File: src/rtl/usb_auto_speed_detect_if.sv
// Register-block side of the USB auto speed detector: restart pulse and wait
// counts flow in, detected speed and status flow back out.
interface usb_auto_speed_detect_if #(
   parameter int W = 24
);
   logic         I_usb_auto_restart;
   logic [W-1:0] I_usb_auto_wait1;
   logic [W-1:0] I_usb_auto_wait2;
   logic [1:0]   O_usb_auto_speed;
   logic         O_busy;
   logic         O_done;
   logic         O_no_device;

   // register block drives the controls and reads the result
   modport master (
      output I_usb_auto_restart, I_usb_auto_wait1, I_usb_auto_wait2,
      input  O_usb_auto_speed, O_busy, O_done, O_no_device
   );

   // detector consumes the controls and returns the result
   modport slave (
      input  I_usb_auto_restart, I_usb_auto_wait1, I_usb_auto_wait2,
      output O_usb_auto_speed, O_busy, O_done, O_no_device
   );
endinterface

File: src/rtl/usb_auto_speed_detect.sv
// Passive USB attach-speed detector. After a settle time the synchronized
// linestate is sampled once (LS J / FS J / no device); an FS attach then
// watches for a sustained chirp-K inside a window to promote it to HS.
module usb_auto_speed_detect #(
   parameter int pUSB_AUTO_COUNTER_WIDTH = 24,
   parameter int pCHIRP_MIN              = 150
) (
   input  logic                        fe_clk,
   input  logic                        reset_n,
   input  logic [1:0]                  I_linestate,
   usb_auto_speed_detect_if.slave      bus
);
   localparam int KW = (pCHIRP_MIN > 1) ? $clog2(pCHIRP_MIN) : 1;
   localparam logic [KW-1:0] KMAX = KW'(pCHIRP_MIN - 1);

   localparam logic [1:0] LS_FS_J = 2'b01;
   localparam logic [1:0] LS_K    = 2'b10;   // also LS idle J

   localparam logic [1:0] SPD_LS = 2'd0;
   localparam logic [1:0] SPD_FS = 2'd1;
   localparam logic [1:0] SPD_HS = 2'd2;

   typedef enum logic [2:0] {
      S_IDLE,
      S_SETTLE,
      S_SAMPLE,
      S_CHIRP,
      S_DONE
   } state_t;

   (* ASYNC_REG = "TRUE" *) logic [1:0] ls_meta_q;
   (* ASYNC_REG = "TRUE" *) logic [1:0] ls_q;

   state_t                             state_q;
   logic [pUSB_AUTO_COUNTER_WIDTH-1:0] cnt_q;
   logic [KW-1:0]                      kcnt_q;
   logic [1:0]                         speed_q;
   logic                               busy_q;
   logic                               done_q;
   logic                               no_dev_q;

   // two-flop synchronizer for the PHY linestate
   always_ff @(posedge fe_clk or negedge reset_n) begin
      if (!reset_n) begin
         ls_meta_q <= 2'b00;
         ls_q      <= 2'b00;
      end else begin
         ls_meta_q <= I_linestate;
         ls_q      <= ls_meta_q;
      end
   end

   // detection FSM; all outputs registered alongside the state
   always_ff @(posedge fe_clk or negedge reset_n) begin
      if (!reset_n) begin
         state_q  <= S_IDLE;
         cnt_q    <= '0;
         kcnt_q   <= '0;
         speed_q  <= SPD_FS;
         busy_q   <= 1'b0;
         done_q   <= 1'b0;
         no_dev_q <= 1'b0;
      end else begin
         done_q <= 1'b0;
         if (bus.I_usb_auto_restart) begin
            // restart from any state, abandoning a detection in flight
            state_q  <= S_SETTLE;
            cnt_q    <= '0;
            kcnt_q   <= '0;
            busy_q   <= 1'b1;
            no_dev_q <= 1'b0;
         end else begin
            case (state_q)
               S_SETTLE: begin
                  if (cnt_q == bus.I_usb_auto_wait1) state_q <= S_SAMPLE;
                  else                               cnt_q   <= cnt_q + 1'b1;
               end
               S_SAMPLE: begin
                  if (ls_q == LS_FS_J) begin
                     state_q <= S_CHIRP;
                     cnt_q   <= '0;
                     kcnt_q  <= '0;
                  end else begin
                     state_q <= S_DONE;
                     done_q  <= 1'b1;
                     busy_q  <= 1'b0;
                     if (ls_q == LS_K) speed_q  <= SPD_LS;
                     else              no_dev_q <= 1'b1;   // SE0/SE1: keep old speed
                  end
               end
               S_CHIRP: begin
                  // a qualified chirp takes priority over window expiry
                  if (ls_q == LS_K && kcnt_q == KMAX) begin
                     state_q <= S_DONE;
                     done_q  <= 1'b1;
                     busy_q  <= 1'b0;
                     speed_q <= SPD_HS;
                  end else if (cnt_q == bus.I_usb_auto_wait2) begin
                     state_q <= S_DONE;
                     done_q  <= 1'b1;
                     busy_q  <= 1'b0;
                     speed_q <= SPD_FS;
                  end else begin
                     cnt_q <= cnt_q + 1'b1;
                     if (ls_q != LS_K)      kcnt_q <= '0;
                     else if (kcnt_q != '1) kcnt_q <= kcnt_q + 1'b1;
                  end
               end
               S_DONE:  state_q <= S_IDLE;
               S_IDLE:  state_q <= S_IDLE;
               default: state_q <= S_IDLE;
            endcase
         end
      end
   end

   assign bus.O_usb_auto_speed = speed_q;
   assign bus.O_busy           = busy_q;
   assign bus.O_done           = done_q;
   assign bus.O_no_device      = no_dev_q;
endmodule

File: src/flat_wrapper.sv
// flat-port wrapper written by rule: the top's interface ports become plain ports
module usb_auto_speed_detect_flat 
#(
   parameter int pUSB_AUTO_COUNTER_WIDTH = 24,
   parameter int pCHIRP_MIN              = 150
)
  (fe_clk, reset_n, I_linestate, bus_I_usb_auto_restart, bus_I_usb_auto_wait1, bus_I_usb_auto_wait2, bus_O_usb_auto_speed, bus_O_busy, bus_O_done, bus_O_no_device);
  usb_auto_speed_detect_if #(.W((24))) bus_i ();
  input  logic fe_clk;
  input  logic reset_n;
  input  logic [1:0] I_linestate;
  input wire logic [$bits(bus_i.I_usb_auto_restart)-1:0] bus_I_usb_auto_restart;
  input wire logic [$bits(bus_i.I_usb_auto_wait1)-1:0] bus_I_usb_auto_wait1;
  input wire logic [$bits(bus_i.I_usb_auto_wait2)-1:0] bus_I_usb_auto_wait2;
  output wire logic [$bits(bus_i.O_usb_auto_speed)-1:0] bus_O_usb_auto_speed;
  output wire logic [$bits(bus_i.O_busy)-1:0] bus_O_busy;
  output wire logic [$bits(bus_i.O_done)-1:0] bus_O_done;
  output wire logic [$bits(bus_i.O_no_device)-1:0] bus_O_no_device;
  assign bus_i.I_usb_auto_restart = bus_I_usb_auto_restart;
  assign bus_i.I_usb_auto_wait1 = bus_I_usb_auto_wait1;
  assign bus_i.I_usb_auto_wait2 = bus_I_usb_auto_wait2;
  assign bus_O_usb_auto_speed = bus_i.O_usb_auto_speed;
  assign bus_O_busy = bus_i.O_busy;
  assign bus_O_done = bus_i.O_done;
  assign bus_O_no_device = bus_i.O_no_device;
  usb_auto_speed_detect #(.pUSB_AUTO_COUNTER_WIDTH(pUSB_AUTO_COUNTER_WIDTH), .pCHIRP_MIN(pCHIRP_MIN)) u_core (.fe_clk(fe_clk), .reset_n(reset_n), .I_linestate(I_linestate), .bus(bus_i));
endmodule
File: config.mk
export PLATFORM = sky130hd
export DESIGN_NAME = usb_auto_speed_detect_flat
export DESIGN_NICKNAME = d
export VERILOG_FILES = /design/src/rtl/usb_auto_speed_detect_if.sv /design/src/rtl/usb_auto_speed_detect.sv /design/src/flat_wrapper.sv
export SDC_FILE = /design/constraint.sdc
export NUM_CORES = 1
export LEC_CHECK = 0
export CAP_MARGIN = 20
export CORE_ASPECT_RATIO = 1.5
export CORE_UTILIZATION = 35
export CTS_BUF_LIST = sky130_fd_sc_hd__clkbuf_8 sky130_fd_sc_hd__clkbuf_16
export DETAILED_ROUTE_END_ITERATION = 6
export PLACE_DENSITY = 0.62
export RECOVER_POWER = 25
export SKIP_LAST_GASP = 1
export SYNTH_ARGS = -nofsm -noshare
export SYNTH_HDL_FRONTEND = slang
export SYNTH_SLANG_ARGS = --single-unit
File: constraint.sdc
create_clock -name fe_clk -period 6.8 [get_ports fe_clk]
set_input_delay 1.36 -clock fe_clk [delete_from_list [all_inputs] [get_ports fe_clk]]
set_output_delay 1.36 -clock fe_clk [all_outputs]
set_load 0.005 [all_outputs]
==> results.txt <==
IR drop worst, VDD = 0.0000987 V
Failing checks = capacitance limit, slew limit
Worst r2r src = u_core.cnt_q[22]
Syn-to-layout area delta = 23.2%
Startpoint class of the critical path = input port
TritonCTS Sinks = 44
Ys Warns = 0
Worst-Margin Slew = 1710 ps
FMAX = 263 MHz
Number of flops mapped to enable cells by yosys = 0
Max-cap check violation count = 1
Pwr Total = 0.000584 W
CTS root buf = clkbuf_16
Largest net degree at the start of global routing = 45
Total die area = 9200 um^2
Worst setup path start = bus_I_usb_auto_wait1[22]
Vias per cell = 5.83
H-tree depth = 2
Die H = 117 um
Layout cell share with drive strength beyond 1 = 4.39%
DRT iter0 DRCs = 159
Ports = 58
Final Hold Fails = 0
Die width = 78.6 um
Leak = 1.50 nW
Finished Layout Cells = 494
Grt met3 use = 2.79%
Clk pwr share = 40.6%
Arrival time at the worst endpoint = 3980 ps
Starting Density = 36.4%
CP Capture Type = register
Core Area = 8460 um^2
Final Slew Violations = 31
Top_reg_cell synth = dfrtp_1
All-Layer GR Usage = 20.5%
Final nets = 443
Resize count post-CTS = 0
Logic pwr share = 13.5%
Power Density = 154 nW/um^2
Clk_lat worst skew = 290 ps
Net Sw Power = 0.000142 W
CP Class = input port to register
Gpl congestion = 0.839
TritonCTS Buffers = 5
CTS tree = yes
Vias in the first global route = 2817
Worst relative slew slack = -13.9%
Hold WC Path Type = register to register
Start point of the worst hold path = u_core.ls_meta_q[1]
WL per Instance = 17.9 um
# setup viols final = 0
CTS Buffer Depth = 2
First-pass GRT wire length = 14300 um
Mapped Cells = 347
Syn nets = 403
Hold buffer count at cts = 0
Syn Area/Cell = 8.89 um^2
Pint = 0.000442 W
Setup TNS Final = 0 ps
Met2 Usage GRT = 37.3%
Tmin final = 3800 ps
Seq/Total Area, Yosys = 35.7%
Total gr overflow = 0
Synth unique cells = 43
Clk slew on worst S/H paths = 60 ps
# Post-CTS Setup Buffers = 0
Synth async-reset ratio = 100%
HPWL Detailed = 6540 um
Global routing's busiest layer = met2
Vias post-DR = 2879
Mapped cell area = 3080 um^2
Sw frac = 24.3%
DRC viols = 0
Sequential Power Share = 45.9%
Drt total wl = 8860 um
CP max FO = 26
Fin crit share = 55.9%
Ant. Diodes = 0
Post-placement cell count = 485
Port bufs = 57
Initial antenna violation count = 0
RSZ-0062 raised after global routing = false
DR pass1 iterations = 5
Clock skew = 7.03 ps
Antenna-violating nets left = 0
Rows = 41
Status = complete, but fails checks
WP data required = 6980 ps
#FFs+latches synth = 44
Final hold slack = 351 ps
M1 GR Usage = 23.7%
[cells in the final DEF, fill, tap and decap left out, drive strengths merged, types with 7 or more instances in the layout]
cell and count:
o21ai 15, xor2 12, o41ai 7, nand4 14, clkbuf 7, xnor2 37
clkdlybuf4s50 56, o31ai 45, a31oi 10, and3 12, nand2 14, inv 8
nand3 17, nor2 33, dfrtp 43
[flip-flops by register name, summed over array words and instances (netlist names)]
signal	flops
u_core.ls_q	2
u_core.kcnt_q	8
u_core.bus.O_done	1
u_core.ls_meta_q	2
u_core.bus.O_no_device	1
u_core.bus.O_busy	1
u_core.cnt_q	24
u_core.state_q	3
u_core.bus.O_usb_auto_speed	2
[metrics by stage]
stage	setup slack, ps	cell area [um^2]	util [%]
after floorplan	3520	3080	-
after global placement	2570	3640	43.0
after detailed placement	2530	3640	43.0
after CTS	2820	3780	44.7
after global routing	2820	3800	44.9
final	3000	3800	44.9
[power groups by stage]
| stage | Clock, W | Combinational [W] | Sequential (W) |
|---|---|---|---|
| global route | 0.000250 | 0.0000855 | 0.000269 |
| finish | 0.000237 | 0.0000790 | 0.000268 |
| global placement | 0 | 0.0000774 | 0.000273 |
| floorplan | 0 | 0.0000335 | 0.000271 |
| detailed placement | 0 | 0.0000782 | 0.000273 |
| CTS | 0.000241 | 0.0000785 | 0.000268 |
[cell usage after synthesis, types with 3 or more instances]
cell | n | share of area, %
o31ai_1 | 45 | 11
dfrtp_1 | 43 | 35
xnor2_1 | 37 | 11
nor2_1 | 33 | 4.0
nand3_1 | 17 | 2.8
nand2_1 | 14 | 1.7
nand4_1 | 14 | 2.8
o21ai_0 | 14 | 2.3
clkbuf_1 | 13 | 1.6
and3_1 | 12 | 2.4
xor2_1 | 12 | 3.4
a31oi_1 | 10 | 2.0
buf_2 | 10 | 1.6
inv_1 | 8 | 0.97
o41ai_1 | 7 | 2.0
nand2b_1 | 6 | 1.2
nor2b_1 | 6 | 1.2
a21oi_1 | 5 | 0.81
buf_6 | 5 | 1.8
nor3_1 | 4 | 0.65
ha_1 | 3 | 1.2
nor4_1 | 3 | 0.61
[critical path, stage by stage]
cell and delay, ps:
clkdlybuf4s50_1 440, xor2_1 170, or4_1 540, or4_4 510
o22ai_4 640, o21ai_0 210, o41ai_1 100
[layout make-up]
type | count | area (um^2)
clock inverters | 2 | 12.5
fillers | 827 | 4670
inverters | 8 | 30.0
well taps | 107 | 134
clock buffers | 5 | 125
flip-flops and latches | 44 | 1100
repair buffers | 61 | 598
multi-input cells | 267 | 1800
[metal layers]
metal  wire (um)  up-vias
met5           0        -
met4         250        0
met3         418       18
met2        4710      107
met1        3480     1403
li1            -     1351
[cells by family after synthesis]
| logic type | synth area share [%] |
|---|---|
| AND/OR/NAND/NOR | 21.4 |
| AO/OA/AOI/OAI | 21.7 |
| XOR/XNOR | 13.9 |
| flip-flops | 35.7 |
| buffers and inverters | 6.00 |
| adder cells (fa/ha/maj) | 1.22 |
[worst paths after layout]
check,slack (ps),end,cells after the start
max,3000,u_core.cnt_q[1],7
min,350,u_core.ls_q[1],0
max reg2reg,3990,u_core.cnt_q[1],6
min reg2reg,350,u_core.ls_q[1],0
max in group asynchronous,3620,u_core.state_q[0],2
min in group asynchronous,1130,u_core.cnt_q[12],1
Note: power is estimated with default switching activity, not from simulation.
